--- config.mk ---
export PLATFORM = sky130hd
export DESIGN_NAME = sum_packer_flat
export DESIGN_NICKNAME = d
export VERILOG_FILES = /design/src/rtl/sum_packer_if.sv /design/src/rtl/sum_packer.sv /design/src/flat_wrapper.sv
export SDC_FILE = /design/constraint.sdc
export NUM_CORES = 1
export LEC_CHECK = 0
export ABC_AREA = 1
export CORE_MARGIN = 8
export CORE_UTILIZATION = 53
export DETAILED_ROUTE_END_ITERATION = 10
export HOLD_SLACK_MARGIN = 0.08
export PLACE_DENSITY = 0.83
export REMOVE_ABC_BUFFERS = 1
export SYNTH_ARGS = -nofsm -noshare
export SYNTH_HDL_FRONTEND = slang
export SYNTH_SLANG_ARGS = --single-unit
--- constraint.sdc ---
create_clock -name clk -period 2.15 [get_ports clk]
set_input_delay 0.215 -clock clk [delete_from_list [all_inputs] [get_ports clk]]
set_output_delay 0.215 -clock clk [all_outputs]
set_load 0.1 [all_outputs]
--- src/rtl/sum_packer_if.sv ---
// Byte-stream input and word valid/ready output bundle for sum_packer.
interface sum_packer_if #(
  parameter int FIFO_DEPTH = 4
);
  logic                          i_valid;
  logic [7:0]                    i_data;
  logic                          i_flush;
  logic                          o_valid;
  logic [31:0]                   o_data;
  logic [2:0]                    o_bytes;
  logic                          i_ready;
  logic [$clog2(FIFO_DEPTH):0]   o_level;
  logic [15:0]                   o_drop_cnt;

  modport slave (
    input  i_valid, i_data, i_flush, i_ready,
    output o_valid, o_data, o_bytes, o_level, o_drop_cnt
  );

  modport master (
    output i_valid, i_data, i_flush, i_ready,
    input  o_valid, o_data, o_bytes, o_level, o_drop_cnt
  );
endinterface

--- src/rtl/sum_packer.sv ---
// Packs adder bytes into little-endian 32-bit words, buffers them in a
// first-word-fall-through FIFO and drops/counts words that arrive when full.
module sum_packer #(
  parameter int FIFO_DEPTH = 4
) (
  input  logic        clk,
  input  logic        rst_x,
  sum_packer_if.slave bus
);
  localparam int PTR_W = $clog2(FIFO_DEPTH);
  localparam int LVL_W = PTR_W + 1;

  logic [1:0]             lane_q, lane_d;
  logic [2:0][7:0]        partial_q, partial_d;
  logic [31:0]            data_mem_q [FIFO_DEPTH];
  logic [31:0]            data_mem_d [FIFO_DEPTH];
  logic [2:0]             bytes_mem_q [FIFO_DEPTH];
  logic [2:0]             bytes_mem_d [FIFO_DEPTH];
  logic [PTR_W-1:0]       wr_ptr_q, wr_ptr_d;
  logic [PTR_W-1:0]       rd_ptr_q, rd_ptr_d;
  logic [LVL_W-1:0]       level_q, level_d;
  logic [15:0]            drop_cnt_q, drop_cnt_d;

  logic [3:0][7:0]        word_c;
  logic [2:0]             commit_bytes;
  logic                   commit;
  logic                   pop;
  logic                   full;
  logic                   push;

  always_comb begin
    // Lanes above the current one are always zero in the partial register,
    // so the committed word needs no extra masking.
    word_c = {8'h00, partial_q};
    if (bus.i_valid) word_c[lane_q] = bus.i_data;

    commit       = (bus.i_valid && (lane_q == 2'd3 || bus.i_flush)) ||
                   (bus.i_flush && !bus.i_valid && lane_q != 2'd0);
    commit_bytes = {1'b0, lane_q} + {2'b00, bus.i_valid};
    pop          = (level_q != '0) && bus.i_ready;
    full         = (level_q == LVL_W'(FIFO_DEPTH));
    push         = commit && (!full || pop);

    lane_d      = lane_q;
    partial_d   = partial_q;
    data_mem_d  = data_mem_q;
    bytes_mem_d = bytes_mem_q;
    wr_ptr_d    = wr_ptr_q;
    rd_ptr_d    = rd_ptr_q;
    level_d     = level_q;
    drop_cnt_d  = drop_cnt_q;

    if (commit) begin
      lane_d    = 2'd0;
      partial_d = '0;
    end else if (bus.i_valid) begin
      lane_d    = lane_q + 2'd1;
      partial_d = word_c[2:0];
    end

    if (push) begin
      data_mem_d[wr_ptr_q]  = word_c;
      bytes_mem_d[wr_ptr_q] = commit_bytes;
      wr_ptr_d              = wr_ptr_q + PTR_W'(1);
    end
    if (pop) rd_ptr_d = rd_ptr_q + PTR_W'(1);

    case ({push, pop})
      2'b10:   level_d = level_q + LVL_W'(1);
      2'b01:   level_d = level_q - LVL_W'(1);
      default: level_d = level_q;
    endcase

    if (commit && !push && drop_cnt_q != '1) drop_cnt_d = drop_cnt_q + 16'd1;
  end

  always_ff @(posedge clk) begin
    if (rst_x) begin
      lane_q      <= '0;
      partial_q   <= '0;
      data_mem_q  <= '{default: '0};
      bytes_mem_q <= '{default: '0};
      wr_ptr_q    <= '0;
      rd_ptr_q    <= '0;
      level_q     <= '0;
      drop_cnt_q  <= '0;
    end else begin
      lane_q      <= lane_d;
      partial_q   <= partial_d;
      data_mem_q  <= data_mem_d;
      bytes_mem_q <= bytes_mem_d;
      wr_ptr_q    <= wr_ptr_d;
      rd_ptr_q    <= rd_ptr_d;
      level_q     <= level_d;
      drop_cnt_q  <= drop_cnt_d;
    end
  end

  assign bus.o_valid    = (level_q != '0);
  assign bus.o_data     = (level_q != '0) ? data_mem_q[rd_ptr_q]  : '0;
  assign bus.o_bytes    = (level_q != '0) ? bytes_mem_q[rd_ptr_q] : '0;
  assign bus.o_level    = level_q;
  assign bus.o_drop_cnt = drop_cnt_q;
endmodule

--- src/flat_wrapper.sv ---
// flat-port wrapper written by rule: the top's interface ports become plain ports
module sum_packer_flat 
#(
  parameter int FIFO_DEPTH = 4
)
  (clk, rst_x, bus_i_valid, bus_i_data, bus_i_flush, bus_i_ready, bus_o_valid, bus_o_data, bus_o_bytes, bus_o_level, bus_o_drop_cnt);
  sum_packer_if #(.FIFO_DEPTH(FIFO_DEPTH)) bus_i ();
  input  logic clk;
  input  logic rst_x;
  input wire logic [$bits(bus_i.i_valid)-1:0] bus_i_valid;
  input wire logic [$bits(bus_i.i_data)-1:0] bus_i_data;
  input wire logic [$bits(bus_i.i_flush)-1:0] bus_i_flush;
  input wire logic [$bits(bus_i.i_ready)-1:0] bus_i_ready;
  output wire logic [$bits(bus_i.o_valid)-1:0] bus_o_valid;
  output wire logic [$bits(bus_i.o_data)-1:0] bus_o_data;
  output wire logic [$bits(bus_i.o_bytes)-1:0] bus_o_bytes;
  output wire logic [$bits(bus_i.o_level)-1:0] bus_o_level;
  output wire logic [$bits(bus_i.o_drop_cnt)-1:0] bus_o_drop_cnt;
  assign bus_i.i_valid = bus_i_valid;
  assign bus_i.i_data = bus_i_data;
  assign bus_i.i_flush = bus_i_flush;
  assign bus_i.i_ready = bus_i_ready;
  assign bus_o_valid = bus_i.o_valid;
  assign bus_o_data = bus_i.o_data;
  assign bus_o_bytes = bus_i.o_bytes;
  assign bus_o_level = bus_i.o_level;
  assign bus_o_drop_cnt = bus_i.o_drop_cnt;
  sum_packer #(.FIFO_DEPTH(FIFO_DEPTH)) u_core (.clk(clk), .rst_x(rst_x), .bus(bus_i));
endmodule
# Word-level counts from Yosys, hierarchy flattened
# Cells that the tools add are included.
[totals]
reg_bits = 189
out_inout_bits = 55
mem_bits_rw = 0
wordCells = 73
memories = 0
latch_bits = 0
mem_bits_ro = 0
input_bits = 13
[classes]
n_mux = 19
multipliers = 0
div_mod_pow = 0
n_eq_ne = 5
bitwise = 2
n_reduce_logical = 19
order_cmp = 5
add_sub_neg = 7
shifts = 0
[op_table]
columns = ["op", "n"]
rows = [
  ["$mux 32", 5],
  ["$bwmux 128", 1],
  ["$bmux 32 s2", 1],
  ["$demux 32 s2", 1],
  ["$bwmux 32", 1],
  ["$add 16x1->16 const B", 1],
  ["$demux 8 s2", 1],
  ["$ne 16x16->1 const B", 1],
  ["$bwmux 12", 1],
  ["$mux 3", 4],
  ["$logic_and 1x1->1", 9],
  ["$mux 8", 1],
  ["$add 2x1->2 const B", 3],
  ["$bmux 3 s2", 1],
  ["$demux 3 s2", 1],
  ["$ge 3x3->1 const B", 2],
  ["$not 2->3", 2],
  ["$pmux 3 s2", 1],
  ["$eq 2x2->1 const B", 2],
  ["$reduce_bool 2->1", 2],
  ["$add 2x1->3", 1],
  ["$add 3x1->3 const B", 1],
  ["$eq 3x3->1 const B", 1],
  ["$logic_not 1->1", 3],
  ["8 further kinds", 10],
]

# Depth between registers and ports, before layout
[logic_depth]
depth_word = 8
depth_mapped = 14
mapped_depth_nobuf = 13

# Least setup slack after synthesis
# No wires, ideal clock.
[synth_path]
kind = "reg2out"
startpoint = "register u_core.level_q[0] (netlist: u_core.bus.o_level[0])"
endpoint = "output bus_o_data[22]"
required_ns = 1.935
path_slack_ns = -1.102
path_buffers = 1
path_stages_with_launch = 6
arrival_ns = 3.037
path_cell_list = "dfxtp_1 -> nor2_1 -> inv_1 -> nor2_2 -> clkbuf_1 -> a21oi_1"
[synth_between]
elab_chain_cells = 2
[synth_rtl]
columns = ["item", "line", "rtl"]
rows = [
  ["from (decl)", "sum_packer.sv:21", "logic [LVL_W-1:0] level_q, level_d;"],
  ["from (signal assigned)", "sum_packer.sv:94", "level_q <= level_d;"],
  ["$reduce_bool 3->1", "sum_packer.sv:100", "assign bus.o_data = (level_q != '0) ? data_mem_q[rd_ptr_q] : '0;"],
  ["$mux 32", "sum_packer.sv:100", ""],
  ["to (decl)", "flat_wrapper.sv:15", "output wire logic [$bits(bus_i.o_data)-1:0] bus_o_data;"],
]
# Every way passes these cells.

# Worst setup path in the final report
[layout_path]
startpoint = "register u_core.rd_ptr_q[0]"
endpoint = "output bus_o_data[22]"
[layout_between]
elab_chain_cells = 5
[layout_rtl]
columns = ["item", "line", "rtl"]
rows = [
  ["from (decl)", "sum_packer.sv:20", "logic [PTR_W-1:0] rd_ptr_q, rd_ptr_d;"],
  ["from (signal assigned)", "sum_packer.sv:93", "rd_ptr_q <= rd_ptr_d;"],
  ["$not 2->3 (implied by the code)", "sum_packer.sv:100", ""],
  ["$bmux 32 s2", "sum_packer.sv:100", ""],
  ["$mux 32 (implied by the code) (2 in series)", "sum_packer.sv:100", ""],
  ["$mux 32", "sum_packer.sv:100", ""],
]
# Every way passes these cells. The select of a mux whose other input is x is not followed.

==> results.cfg <==
[status]
status = complete, no violations

[sta]
slew-limit-headroom_pct = 36.1
setup_viol = 0
hold_viol = 0
finalMaxSlewViolations = 0
tightestPinTransition_ps = 959
final.min_clock_period_ps = 2100
finalCritPeriodShare_pct = 97.7
fmax_ghz = 0.476
fin_worst_skew_ps = 7.64

[synthesis]
synth_edf_count = 0
synth.distinct_cells = 24
ys.flop_type = dfxtp_1
yosysSeqAreaShare_pct = 44.3
synth.avg_cell_area_um2 = 7.07
synth_top_area_share_pct = 44.3
syn_area_um2 = 8530
async_flop_share_pct = 0
synth_common_cells = 252 x a21oi_1, 193 x nand2_1, 189 x dfxtp_1
synth_top_area_cell = dfxtp_1
synth.most_common_cell = a21oi_1
synth_seq_cells = 189
synth_area_leaders = dfxtp_1 44%, a21oi_1 15%, o21ai_0 10%
syn-instance-count = 1206
ys_warn_count = 0

[global_routing]
grt_pass1_wl_um = 37200
grt_usage_pct = 22.6
grt_max_degree = 81
grt.overflow.total = 0
antenna_found_initial = 0
first_global_vias = 7704

[placement]
hpwlAfterDp_um = 13900
io_buffers = 67
globalplace.congestion = 0.839

[floorplan]
num_io_pins = 68
start_util_pct = 53.9
die_y_um = 143
core_area_um2 = 15800
die_area_um2 = 20400
num_rows = 46
fp.dieW_um = 143

[routing]
wl_per_cell_um = 15.9
dr.first_iter.drc_count = 905
num_vias = 8252
wl_um = 23600
antenna_left = 0
drc = 0
via_per_inst = 5.57
drt_pass1_iterations = 6

[power]
p_per_area_nw_per_um2 = 1070
total_power_mw = 11.2
ir_worst_vdd_uv = 664
p_leak_nw = 4.00

[layout]
syn2layout_area_growth_pct = 22.4
antenna_cells = 0
nets = 1279
post-route-util_pct = 66.0
drive_gt1_share_pct = 12.3
fill_cells = 1279

[setup_path]
crit_required_ps = 1930
cp.arrival_ps = 1880
path_class = reg -> out
end_kind = primary output
cp_max_fo = 30
startpoint_type = flop
r2r_start = u_core.lane_q[0]
worstRegToRegCells = 10
cp-startpoint = u_core.rd_ptr_q[0]

[clocking]
clk_pin_slew_ps = 60
post_cts_buffers = 0
clk_path_buf_depth = 2
htreeDepth = 4
postCtsHoldBufs = 0
cts_tree = done
clock_sinks = 189
numCtsBuffers = 17
clock_latency_ps = 430
cts_root_buf = clkbuf_16

[min_path]
min_path_type = in -> reg
hold_path_depth = 5
worstHoldStart = rst_x

[flow_run]
cap_viol_max_count = 0
-- worst paths after layout --
kind	end	slack (ps)
max	bus_o_data[22]	50
min reg2reg	u_core.data_mem_q[64]	450
max reg2reg	u_core.data_mem_q[82]	120
min	u_core.bus.o_drop_cnt[7]	340
-- cell type report --
cell class	count	area [um^2]	share of cell area [%]
Clock buffer	23	458	4.39
Timing Repair Buffer	110	1470	14.1
Sequential cell	189	3790	36.3
Inverter	151	567	5.43
Multi-Input combinational cell	784	3800	36.4
Clock inverter	8	92.6	0.887
Tap cell	216	270	2.59
-- logic make-up (layout without fill, tap and decap cells) --
kind of cell             count (synthesis)  after routing  share of synthesized area (%)
AO/OA/AOI/OAI                          429            429                           25.3
AND/OR/NAND/NOR                        334            334                           16.0
buffers and inverters                  233            292                           11.6
flip-flops                             189            189                           44.3
adder cells (fa/ha/maj)                 13             13                           1.99
XOR/XNOR                                 8              8                          0.821
-- layout by cell type, fill, tap and decap left out, drive strengths merged --
cell type / n
xnor2: 4
fa: 1
o211ai: 4
ha: 12
clkinvlp: 1
nand2: 199
nor2: 92
nand3: 38
xor2: 4
clkdlybuf4s50: 11
o21ai: 173
bufinv: 2
a21oi: 252
buf: 97
inv: 151
dfxtp: 189
nand3b: 1
clkbuf: 25
nand4: 4
clkinv: 5
-- power by group --
part           switching, mW  internal (mW)
registers             0.0788           3.65
logic                   3.09           1.34
clock network           1.30           1.73
total                   4.47           6.71
-- worst max-delay path, cell delays in order, from the launching register on --
cell	delay, ps
dfxtp_4	370
clkbuf_16	220
a21oi_1	180
o21ai_0	100
a21oi_1	340
buf_12	230
-- what timing repair did --
item,4_1_cts,5_1_grt
pin swaps,0,3
setup endpoints to repair,26,97
gates cloned,0,1
gates resized for setup,4,19
-- metal layers --
metal,GRT usage (%),vias to the layer above,share of wire [%]
li1,-,3995,-
met1,28.0,3809,41
met2,37.9,394,48
met3,3.91,54,8.5
met4,10.0,0,2.5
met5,0,-,0
-- state kept, by name, indices dropped and copies added, names as in the netlist --
name,flops
u_core.data_mem_q,128
u_core.partial_q,24
u_core.bus.o_drop_cnt,16
u_core.bytes_mem_q,12
u_core.bus.o_level,3
u_core.lane_q,2
u_core.rd_ptr_q,2
u_core.wr_ptr_q,2
-- per-stage QoR --
step                      hold WS (ps)  std cells  setup WS, ps  TNS (ps)  cell area [um^2]
after floorplan                    284       1124         -2330   -166410              8110
after global placement             438       1449         -93.6     -1130              9810
after detailed placement           443       1449          -137     -9410              9810
after CTS                          327       1480         0.979         0             10400
after global routing               382       1481         -1.40     -1.40             10400
final                              336       1481          50.3         0             10400
No activity file was read; power rests on OpenSTA's default activity.
